`config.mk`:
```
export PLATFORM = sky130hd
export DESIGN_NAME = dmem_arbiter
export DESIGN_NICKNAME = d
export VERILOG_FILES = /design/src/rtl/dmem_arbiter_pkg.sv /design/src/rtl/dmem_arbiter_rr_grant.sv /design/src/rtl/dmem_arbiter.sv
export SDC_FILE = /design/constraint.sdc
export NUM_CORES = 1
export LEC_CHECK = 0
export CAP_MARGIN = 15
export CORE_AREA = 4 4 116 118
export DETAILED_ROUTE_END_ITERATION = 16
export DIE_AREA = 0 0 120 122
export PLACE_DENSITY = 0.74
export SKIP_CTS_REPAIR_TIMING = 1
export SLEW_MARGIN = 20
export SYNTH_ARGS = -nofsm -noshare
export SYNTH_HDL_FRONTEND = slang
export SYNTH_SLANG_ARGS = --single-unit
```
`constraint.sdc`:
```
create_clock -name CLK -period 2.3 [get_ports CLK]
set_input_delay 0.46 -clock CLK [delete_from_list [all_inputs] [get_ports CLK]]
set_output_delay 0.46 -clock CLK [all_outputs]
set_load 0.05 [all_outputs]
```
`src/rtl/dmem_arbiter_pkg.sv`:
```
// -----------------------------------------------------------------------------
// dmem_arbiter_pkg
// Shared types and default constants for the data-memory arbiter.
//   owner_e    : which port currently holds a locked grant (none / A / B)
//   port_sel_e : port selector, used for the last-served port
//   *_DEF      : default values for the dataWidth, N and MAX_BURST parameters
// -----------------------------------------------------------------------------
package dmem_arbiter_pkg;

    localparam int DATA_WIDTH_DEF = 32;
    localparam int N_DEF          = 55;
    localparam int MAX_BURST_DEF  = 8;

    typedef enum logic [1:0] {
        OWN_NONE = 2'd0,
        OWN_A    = 2'd1,
        OWN_B    = 2'd2
    } owner_e;

    typedef enum logic {
        SEL_A = 1'b0,
        SEL_B = 1'b1
    } port_sel_e;

endpackage

```
`src/rtl/dmem_arbiter_rr_grant.sv`:
```
// -----------------------------------------------------------------------------
// rr_grant
// Grant logic for the two-port data-memory arbiter.
// Holds the lock owner, the last-served port and the burst counter.
// A locked owner keeps the grant until it has been granted MAX_BURST times in
// a row while the other port waits. After that, ties go to the port that was
// not served last.
//   clk, rst_n     : clock, asynchronous active-low reset
//   a_req, a_lock  : port A request / hold-grant
//   b_req, b_lock  : port B request / hold-grant
//   a_gnt, b_gnt   : combinational one-hot (or zero) grants
// -----------------------------------------------------------------------------
module rr_grant
    import dmem_arbiter_pkg::*;
#(
    parameter int MAX_BURST = MAX_BURST_DEF
) (
    input  logic clk,
    input  logic rst_n,
    input  logic a_req,
    input  logic a_lock,
    input  logic b_req,
    input  logic b_lock,
    output logic a_gnt,
    output logic b_gnt
);

    localparam int              CNT_W   = (MAX_BURST > 1) ? $clog2(MAX_BURST) : 1;
    localparam logic [CNT_W-1:0] CNT_MAX = CNT_W'(MAX_BURST - 1);

    owner_e           owner_q, owner_d;
    port_sel_e        last_q, last_d;
    logic [CNT_W-1:0] cnt_q, cnt_d;
    logic             hold_a;
    logic             hold_b;

    // Grant selection and next-state computation
    always_comb begin
        a_gnt   = 1'b0;
        b_gnt   = 1'b0;
        owner_d = OWN_NONE;
        last_d  = last_q;
        cnt_d   = {CNT_W{1'b0}};
        // The owner keeps the grant while its burst budget lasts, or for as long
        // as nobody else is waiting.
        hold_a  = (owner_q == OWN_A) && a_req && a_lock && ((cnt_q < CNT_MAX) || !b_req);
        hold_b  = (owner_q == OWN_B) && b_req && b_lock && ((cnt_q < CNT_MAX) || !a_req);

        // Grants are forced low during reset so that the memory sees no access.
        if (!rst_n) begin
            a_gnt = 1'b0;
        end else if (hold_a) begin
            a_gnt = 1'b1;
        end else if (hold_b) begin
            b_gnt = 1'b1;
        end else if (a_req && b_req) begin
            if (last_q == SEL_A) begin
                b_gnt = 1'b1;
            end else begin
                a_gnt = 1'b1;
            end
        end else if (a_req) begin
            a_gnt = 1'b1;
        end else if (b_req) begin
            b_gnt = 1'b1;
        end else begin
            a_gnt = 1'b0;
        end

        if (a_gnt) begin
            last_d  = SEL_A;
            owner_d = a_lock ? OWN_A : OWN_NONE;
            if (owner_q == OWN_A) begin
                cnt_d = (cnt_q < CNT_MAX) ? (cnt_q + CNT_W'(1)) : CNT_MAX;
            end else begin
                cnt_d = {CNT_W{1'b0}};
            end
        end else if (b_gnt) begin
            last_d  = SEL_B;
            owner_d = b_lock ? OWN_B : OWN_NONE;
            if (owner_q == OWN_B) begin
                cnt_d = (cnt_q < CNT_MAX) ? (cnt_q + CNT_W'(1)) : CNT_MAX;
            end else begin
                cnt_d = {CNT_W{1'b0}};
            end
        end else begin
            owner_d = OWN_NONE;
            cnt_d   = {CNT_W{1'b0}};
        end
    end

    // Arbitration state registers. After reset, last-served is B so that A wins the first tie.
    always_ff @(posedge clk or negedge rst_n) begin
        if (!rst_n) begin
            owner_q <= OWN_NONE;
            last_q  <= SEL_B;
            cnt_q   <= {CNT_W{1'b0}};
        end else begin
            owner_q <= owner_d;
            last_q  <= last_d;
            cnt_q   <= cnt_d;
        end
    end

endmodule

```
`src/rtl/dmem_arbiter.sv`:
```
// -----------------------------------------------------------------------------
// dmem_arbiter
// Two-port arbiter in front of a single-port, asynchronous-read data memory.
// Port A is the pipeline MEM stage and port B is the loader/debug port.
//   CLK, RST_N                        : clock, asynchronous active-low reset
//   x_req/x_we/x_lock/x_adrs/x_wd     : port request, write, hold-grant, address, data
//   x_gnt                             : combinational grant
//   x_rdata/x_rvalid/x_err            : registered read data, read-valid and range-error
//   mem_we/mem_adrs/mem_wd            : memory drive (zero when idle)
//   mem_rdata                         : asynchronous memory read data
// Accesses at addresses >= N are turned into an error response. Writes to
// such addresses are suppressed, and reads to them return zero.
// -----------------------------------------------------------------------------
module dmem_arbiter
    import dmem_arbiter_pkg::*;
#(
    parameter int dataWidth = DATA_WIDTH_DEF,
    parameter int N         = N_DEF,
    parameter int MAX_BURST = MAX_BURST_DEF
) (
    input  logic                 CLK,
    input  logic                 RST_N,
    input  logic                 a_req,
    input  logic                 a_we,
    input  logic                 a_lock,
    input  logic [dataWidth-1:0] a_adrs,
    input  logic [dataWidth-1:0] a_wd,
    output logic                 a_gnt,
    output logic [dataWidth-1:0] a_rdata,
    output logic                 a_rvalid,
    output logic                 a_err,
    input  logic                 b_req,
    input  logic                 b_we,
    input  logic                 b_lock,
    input  logic [dataWidth-1:0] b_adrs,
    input  logic [dataWidth-1:0] b_wd,
    output logic                 b_gnt,
    output logic [dataWidth-1:0] b_rdata,
    output logic                 b_rvalid,
    output logic                 b_err,
    output logic                 mem_we,
    output logic [dataWidth-1:0] mem_adrs,
    output logic [dataWidth-1:0] mem_wd,
    input  logic [dataWidth-1:0] mem_rdata
);

    localparam logic [dataWidth-1:0] N_ADRS = dataWidth'(N);

    logic                 a_in_range;
    logic                 b_in_range;
    logic [dataWidth-1:0] a_rdata_q, a_rdata_d;
    logic                 a_rvalid_q, a_rvalid_d;
    logic                 a_err_q, a_err_d;
    logic [dataWidth-1:0] b_rdata_q, b_rdata_d;
    logic                 b_rvalid_q, b_rvalid_d;
    logic                 b_err_q, b_err_d;

    rr_grant #(
        .MAX_BURST (MAX_BURST)
    ) u_rr_grant (
        .clk    (CLK),
        .rst_n  (RST_N),
        .a_req  (a_req),
        .a_lock (a_lock),
        .b_req  (b_req),
        .b_lock (b_lock),
        .a_gnt  (a_gnt),
        .b_gnt  (b_gnt)
    );

    assign a_in_range = (a_adrs < N_ADRS);
    assign b_in_range = (b_adrs < N_ADRS);

    // Memory bus mux: the granted port drives the memory, and an idle bus is all-zero.
    always_comb begin
        mem_we   = 1'b0;
        mem_adrs = {dataWidth{1'b0}};
        mem_wd   = {dataWidth{1'b0}};
        if (a_gnt) begin
            mem_we   = a_we & a_in_range;
            mem_adrs = a_adrs;
            mem_wd   = a_wd;
        end else if (b_gnt) begin
            mem_we   = b_we & b_in_range;
            mem_adrs = b_adrs;
            mem_wd   = b_wd;
        end else begin
            mem_we   = 1'b0;
        end
    end

    // Read-return next state. Read data is held through writes and idle cycles.
    always_comb begin
        a_rdata_d  = a_rdata_q;
        a_rvalid_d = 1'b0;
        a_err_d    = 1'b0;
        b_rdata_d  = b_rdata_q;
        b_rvalid_d = 1'b0;
        b_err_d    = 1'b0;
        if (a_gnt) begin
            a_rvalid_d = ~a_we;
            a_err_d    = ~a_in_range;
            if (!a_we) begin
                a_rdata_d = a_in_range ? mem_rdata : {dataWidth{1'b0}};
            end else begin
                a_rdata_d = a_rdata_q;
            end
        end else begin
            a_rvalid_d = 1'b0;
        end
        if (b_gnt) begin
            b_rvalid_d = ~b_we;
            b_err_d    = ~b_in_range;
            if (!b_we) begin
                b_rdata_d = b_in_range ? mem_rdata : {dataWidth{1'b0}};
            end else begin
                b_rdata_d = b_rdata_q;
            end
        end else begin
            b_rvalid_d = 1'b0;
        end
    end

    // Read-return registers. Reset discards any read that is still in flight.
    always_ff @(posedge CLK or negedge RST_N) begin
        if (!RST_N) begin
            a_rdata_q  <= {dataWidth{1'b0}};
            a_rvalid_q <= 1'b0;
            a_err_q    <= 1'b0;
            b_rdata_q  <= {dataWidth{1'b0}};
            b_rvalid_q <= 1'b0;
            b_err_q    <= 1'b0;
        end else begin
            a_rdata_q  <= a_rdata_d;
            a_rvalid_q <= a_rvalid_d;
            a_err_q    <= a_err_d;
            b_rdata_q  <= b_rdata_d;
            b_rvalid_q <= b_rvalid_d;
            b_err_q    <= b_err_d;
        end
    end

    assign a_rdata  = a_rdata_q;
    assign a_rvalid = a_rvalid_q;
    assign a_err    = a_err_q;
    assign b_rdata  = b_rdata_q;
    assign b_rvalid = b_rvalid_q;
    assign b_err    = b_err_q;

endmodule
```
# After elaboration in Yosys (flattened, before gate mapping)
# Index checks and enable logic that the tools add are counted.
dict set report totals {
  reg_bits 74
  in_bits 168
  output_inout_bits 135
  word_cells 71
}
dict set report classes {
  add_sub_neg 1
  magnitude_cmp 3
  eq_ne 2
  mux 36
  n_bitwise 6
  reduce_logical 14
}
# operator count
set op_table {}
lappend op_table {{$mux W32} 6}
lappend op_table {{$lt A32 B6 Y1 const B} 2}
lappend op_table {{$mux W1} 22}
lappend op_table {{$mux W3} 5}
lappend op_table {{$logic_and A1 B1 Y1} 7}
lappend op_table {{$mux W2} 3}
lappend op_table {{$not A1 Y1} 4}
lappend op_table {{$reduce_and A2 Y1} 2}
lappend op_table {{$add A3 B1 Y3 const B} 1}
lappend op_table {{$lt A3 B3 Y1 const B} 1}
lappend op_table {{$and A1 B1 Y1} 2}
lappend op_table {{$eq A2 B1 Y1 const B} 1}
lappend op_table {{$eq A2 B2 Y1 const B} 1}
lappend op_table {{$logic_not A1 Y1} 2}
lappend op_table {{$logic_or A1 B1 Y1} 2}
lappend op_table {{$reduce_bool A2 Y1} 1}

# Logic depth before layout (Yosys ltp)
# Gate-level depths: netlist of the first run.
dict set report depth {
  word_depth 9
  depth_mapped 8
  depth_no_buf 5
}

# Cells and area by module
# Synthesis of the first run repeated with hierarchy kept, for this count alone.
dict set report unflattened {
  hier_cells 460
  hier_area_um2 4125.2
}
# mod instances cells_each area_each_um2 seq_area_each_um2
set by_module_without_submodules {}
lappend by_module_without_submodules {dmem_arbiter 1 427 3771.1 1701.6}
lappend by_module_without_submodules {rr_grant 1 33 354.1 151.4}

# Worst setup path before layout of the first run
# OpenSTA, ideal clock, no wires.
dict set report synth_path {
  path_kind {in2out}
  from {input b_adrs[30]}
  to {output mem_we}
  arrival_ns 2.506
  required_time_ns 1.840
  path_slack_ns -0.666
  path_stages 5
  n_path_buf 1
  path_cell_list {nor4_1 nand4_1 a311o_1 clkbuf_1 o32ai_1}
}
dict set report synth_between {
  elab_chain_cells 4
}
# item line_no
set synth_lines {}
lappend synth_lines {{start: declaration} dmem_arbiter.sv:35} ;# input logic [dataWidth-1:0] b_adrs,
lappend synth_lines {{$lt A32 B6 Y1} dmem_arbiter.sv:72} ;# assign b_in_range = (b_adrs < N_ADRS);
lappend synth_lines {{$and A1 B1 Y1} dmem_arbiter.sv:84} ;# mem_we = b_we & b_in_range;
lappend synth_lines {{$mux W1} dmem_arbiter.sv:83} ;# end else if (b_gnt) begin
lappend synth_lines {{$mux W1} dmem_arbiter.sv:79} ;# if (a_gnt) begin
lappend synth_lines {{end: declaration} dmem_arbiter.sv:41} ;# output logic mem_we,
# Every way passes these cells.

# Worst setup path in the final report of the first run
dict set report layout_path {
  from {input a_adrs[9]}
  to {output mem_we}
}
dict set report layout_between {
  elab_chain_cells 3
}
# item line_no
set layout_lines {}
lappend layout_lines {{start: declaration} dmem_arbiter.sv:26} ;# input logic [dataWidth-1:0] a_adrs,
lappend layout_lines {{$lt A32 B6 Y1} dmem_arbiter.sv:71} ;# assign a_in_range = (a_adrs < N_ADRS);
lappend layout_lines {{$and A1 B1 Y1} dmem_arbiter.sv:80} ;# mem_we = a_we & a_in_range;
lappend layout_lines {{$mux W1} dmem_arbiter.sv:79}
# Every way passes these cells.

==> flow_summary.toml, run 1 <==
[placement]
place_congestion = 0.9418
placed_cell_area_um2 = 8542
dpl.hpwl_mm = 17.47
worst_slack_placed_ns = -0.4926
io_buffer_count = 302
dpl.cell_count = 870

[cts]
tritoncts = "built"
cts_inserted_buffers = 9
cts.root.buffer_cell = "sky130_fd_sc_hd__clkbuf_16"
cts.path.max_buffers = 2
clock_latency_ns = 0.33
cts.reportedPaths.clkPinSlew_ns = 0.06
numClockSinks = 74
htreeDepth = 3

[yosys]
syn_inst = 372
synth_area_leader_cell = "sky130_fd_sc_hd__dfrtp_1"
seq_area_frac_synth_pct = 47.50
ys_seq_elements = 74
post_synth_instance_area_um2 = 3901
synth_most_common_cell = "sky130_fd_sc_hd__dfrtp_1"
synth.avg_cell_area_um2 = 10.49
synth_edf_count = 0
ys_top_cells_by_area = "sky130_fd_sc_hd__dfrtp_1 (47%), sky130_fd_sc_hd__a22o_1 (15%), sky130_fd_sc_hd__o2bb2ai_1 (14%)"
synthesis.yosys.warnings = 0
synthFlopType = "sky130_fd_sc_hd__dfrtp_1"
yosys.cell_types.count = 33
synth-async-reset-ratio_pct = 100.0
synth_common_cells = "sky130_fd_sc_hd__dfrtp_1 (73), sky130_fd_sc_hd__nand3_1 (68), sky130_fd_sc_hd__a22o_1 (65), sky130_fd_sc_hd__o2bb2ai_1 (64), sky130_fd_sc_hd__clkbuf_1 (29)"
synth.top_cell.area_share_pct = 46.82
synth_fp_nets = 541

[timing]
finalWorstSetupSlack_ns = -0.3872
clock.fmax_mhz = 372.1
skew_ns = 0.003268
grt_setup_unrepaired = "yes"
slew-limit-headroom_pct = 44.37
hold_viol_final = 0
max_slew_violation_total_from_the_final_report = 0
period_minus_slack_ns = 2.687
worst_max_slew_pin_slew_ns = 0.8345
finalSetupViolations = 67
final.period_utilization_pct = 116.8
finalHoldWorstSlack_ns = 0.08844

[power]
combinationalPowerShare_pct = 40.8
cellInternalPower_mw = 3.256
power_switching_mw = 1.494
power_frac_seq_pct = 27.8
switching_share_pct = 31.46
clock_power_share_pct = 31.4
power.density_cell_area_nw_per_um2 = 495.9
p_leak_nw = 4.180
vdd.ir_drop.worst_uv = 434.0

[detailed_routing]
route.vias.total = 5166
drt-initial-drc-count = 446
ant_nets = 0
routedWlPerCell_um = 27.05
post_drt_via_cell_ratio = 5.677
wirelength_mm = 24.62
detail_route.drc_violations = 0
drt_first_pass_iters = 5

[final_layout]
postLayoutCoreUtil_pct = 76.85
layoutNonFillerInstCount = 910
fillerInstances = 785
design.final.nets = 901
fraction_of_final_layout_cells_sized_beyond_drive_strength_1_pct = 34.78
flow.area_growth_from_synthesis_pct = 145.6
finish.instance_area_um2 = 9580

[floorplanning]
fp.dieArea_um2 = 14640
design.core.area_um2 = 12470
rows = 41
die_w_um = 120
ios = 303
start_util_pct = 31.30
die-height_um = 122

[min_path]
min-delay-path-class = "input pin to async pin"

[grt]
grt_pass1_wl_mm = 33.22
grt_pass1_vias = 5155
antenna_violations_before_repair = 3
grt_start_max_net_pins = 67
track_usage_pct = 30.10
globalRouteOverflowTotal = 0

[setup_path]
required_ns = 1.84
setup.worst_path.end_class = "primary output"
timing.setup.critical_path_class = "input pin to primary output"
startpoint_kind_of_the_worst_setup_timing_path = "input pin"
critical_path.max_fanout = 2
worst-endpoint-arrival_ns = 2.23

[outcome]
violations = "setup timing"
run_status = "complete, but fails checks"

[job]
maxCapViolCount = 0
==> state kept, by name, summed over array words and instances, names as in the netlist <==
register            cells
a_rdata                32
b_rdata                32
u_rr_grant.cnt_q        3
u_rr_grant.owner_q      2
a_err                   1
a_rvalid                1
b_err                   1
b_rvalid                1
u_rr_grant.last_q       1
==> cell type report <==
| class | instances | area, um^2 | area share (%) |
|---|---|---|---|
| timing repair buffer | 391 | 4690 | 48.95 |
| multi-input combinational | 250 | 2465 | 25.73 |
| sequential | 74 | 1854 | 19.35 |
| clock buffer | 9 | 225.2 | 2.351 |
| tap | 172 | 215.2 | 2.246 |
| clock inverter | 6 | 91.34 | 0.9534 |
| inverter | 6 | 35.03 | 0.3657 |
| antenna | 2 | 5.005 | 0.05224 |
==> worst max-delay path: stages <==
cell and delay, ns:
sky130_fd_sc_hd__clkdlybuf4s50_1 0.46, sky130_fd_sc_hd__nor4_1 0.38, sky130_fd_sc_hd__nand3_1 0.14, sky130_fd_sc_hd__a311o_1 0.42, sky130_fd_sc_hd__o32ai_4 0.18, sky130_fd_sc_hd__buf_12 0.18
==> placed cells by master, fill, tap and decap left out, types with 2 or more instances in the layout <==
| cell type | count |
|---|---|
| sky130_fd_sc_hd__dlymetal6s2s_1 | 24 |
| sky130_fd_sc_hd__inv_1 | 5 |
| sky130_fd_sc_hd__bufinv_16 | 2 |
| sky130_fd_sc_hd__clkinv_4 | 2 |
| sky130_fd_sc_hd__a31o_2 | 2 |
| sky130_fd_sc_hd__diode_2 | 2 |
| sky130_fd_sc_hd__a311o_1 | 2 |
| sky130_fd_sc_hd__nand4_1 | 5 |
| sky130_fd_sc_hd__and2_1 | 3 |
| sky130_fd_sc_hd__a22o_1 | 5 |
| sky130_fd_sc_hd__a22o_4 | 60 |
| sky130_fd_sc_hd__and2_4 | 2 |
| sky130_fd_sc_hd__a21oi_2 | 2 |
| sky130_fd_sc_hd__nand2_1 | 5 |
| sky130_fd_sc_hd__buf_6 | 6 |
| sky130_fd_sc_hd__nor4_1 | 3 |
| sky130_fd_sc_hd__a22oi_1 | 2 |
| sky130_fd_sc_hd__o2bb2ai_1 | 64 |
| sky130_fd_sc_hd__buf_4 | 67 |
| sky130_fd_sc_hd__nor2_1 | 2 |
| sky130_fd_sc_hd__clkdlybuf4s50_1 | 210 |
| sky130_fd_sc_hd__clkbuf_16 | 17 |
| sky130_fd_sc_hd__nand3_1 | 67 |
| sky130_fd_sc_hd__dfrtp_1 | 72 |
| sky130_fd_sc_hd__buf_12 | 75 |
| sky130_fd_sc_hd__nor4_2 | 9 |
==> metrics by stage <==
step | power, mW | setup TNS [ns]
after global routing | 4.889 | -24.08
after global placement | 3.070 | -32.38
after detailed placement | 3.076 | -37.71
after CTS | 4.581 | -30.27
final | 4.751 | -20.70
after floorplan | 2.086 | -0.5740
==> kinds of logic after synthesis <==
logic type               count (synthesis)  share of synthesized area [%]
AO/OA/AOI/OAI                          143                          31.75
XOR/XNOR                                 1                         0.2245
adder cells (fa/ha/maj)                  1                         0.3207
buffers and inverters                   49                          5.805
flip-flops                              74                          47.50
AND/OR/NAND/NOR                        104                          14.40
==> power by group through the flow <==
stage	Sequential, mW	Combinational, mW	Clock, mW
final	1.32	1.94	1.49
after global routing	1.32	1.98	1.58
after CTS	1.32	1.74	1.52
after detailed placement	1.35	1.73	0
after global placement	1.35	1.72	0
after floorplan	1.36	0.727	0
==> metal layers <==
metal	track usage (%)	vias to the layer above	routed length [um]
met5	0	-	7
li1	-	2217	-
met2	49.39	314	12020
met3	9.192	56	2141
met1	38.25	2577	9593
met4	9.306	2	850
==> worst paths after layout <==
path	endpoint	depth (start not counted)	start	slack [ns]
worst max register to register	b_rdata[19]	7	u_rr_grant.owner_q[0]	0.27
min in group CLK	u_rr_grant.owner_q[1]	2	b_lock	0.40
worst min register to register	a_rdata[8]	1	a_rdata[8]	0.49
max in group asynchronous	b_rdata[22]	3	RST_N	1.15
worst max-delay path	mem_we	6	a_adrs[9]	-0.39
worst min-delay path	u_rr_grant.owner_q[1]	2	RST_N	0.09
Power figures use the tool's default switching activity.
==> inputs of run 2 (changes only) <==
--- a/config.mk
+++ b/config.mk
@@ -5,13 +5,13 @@
 export SDC_FILE = /design/constraint.sdc
 export NUM_CORES = 1
 export LEC_CHECK = 0
+export ABC_CLOCK_PERIOD_IN_PS = 2300
 export CAP_MARGIN = 15
 export CORE_AREA = 4 4 116 118
 export DETAILED_ROUTE_END_ITERATION = 16
 export DIE_AREA = 0 0 120 122
 export PLACE_DENSITY = 0.74
 export SKIP_CTS_REPAIR_TIMING = 1
-export SLEW_MARGIN = 20
 export SYNTH_ARGS = -nofsm -noshare
 export SYNTH_HDL_FRONTEND = slang
 export SYNTH_SLANG_ARGS = --single-unit
==> results of run 2 <==
Same layout as run 1: the final DEF is identical, and so are final timing and power.
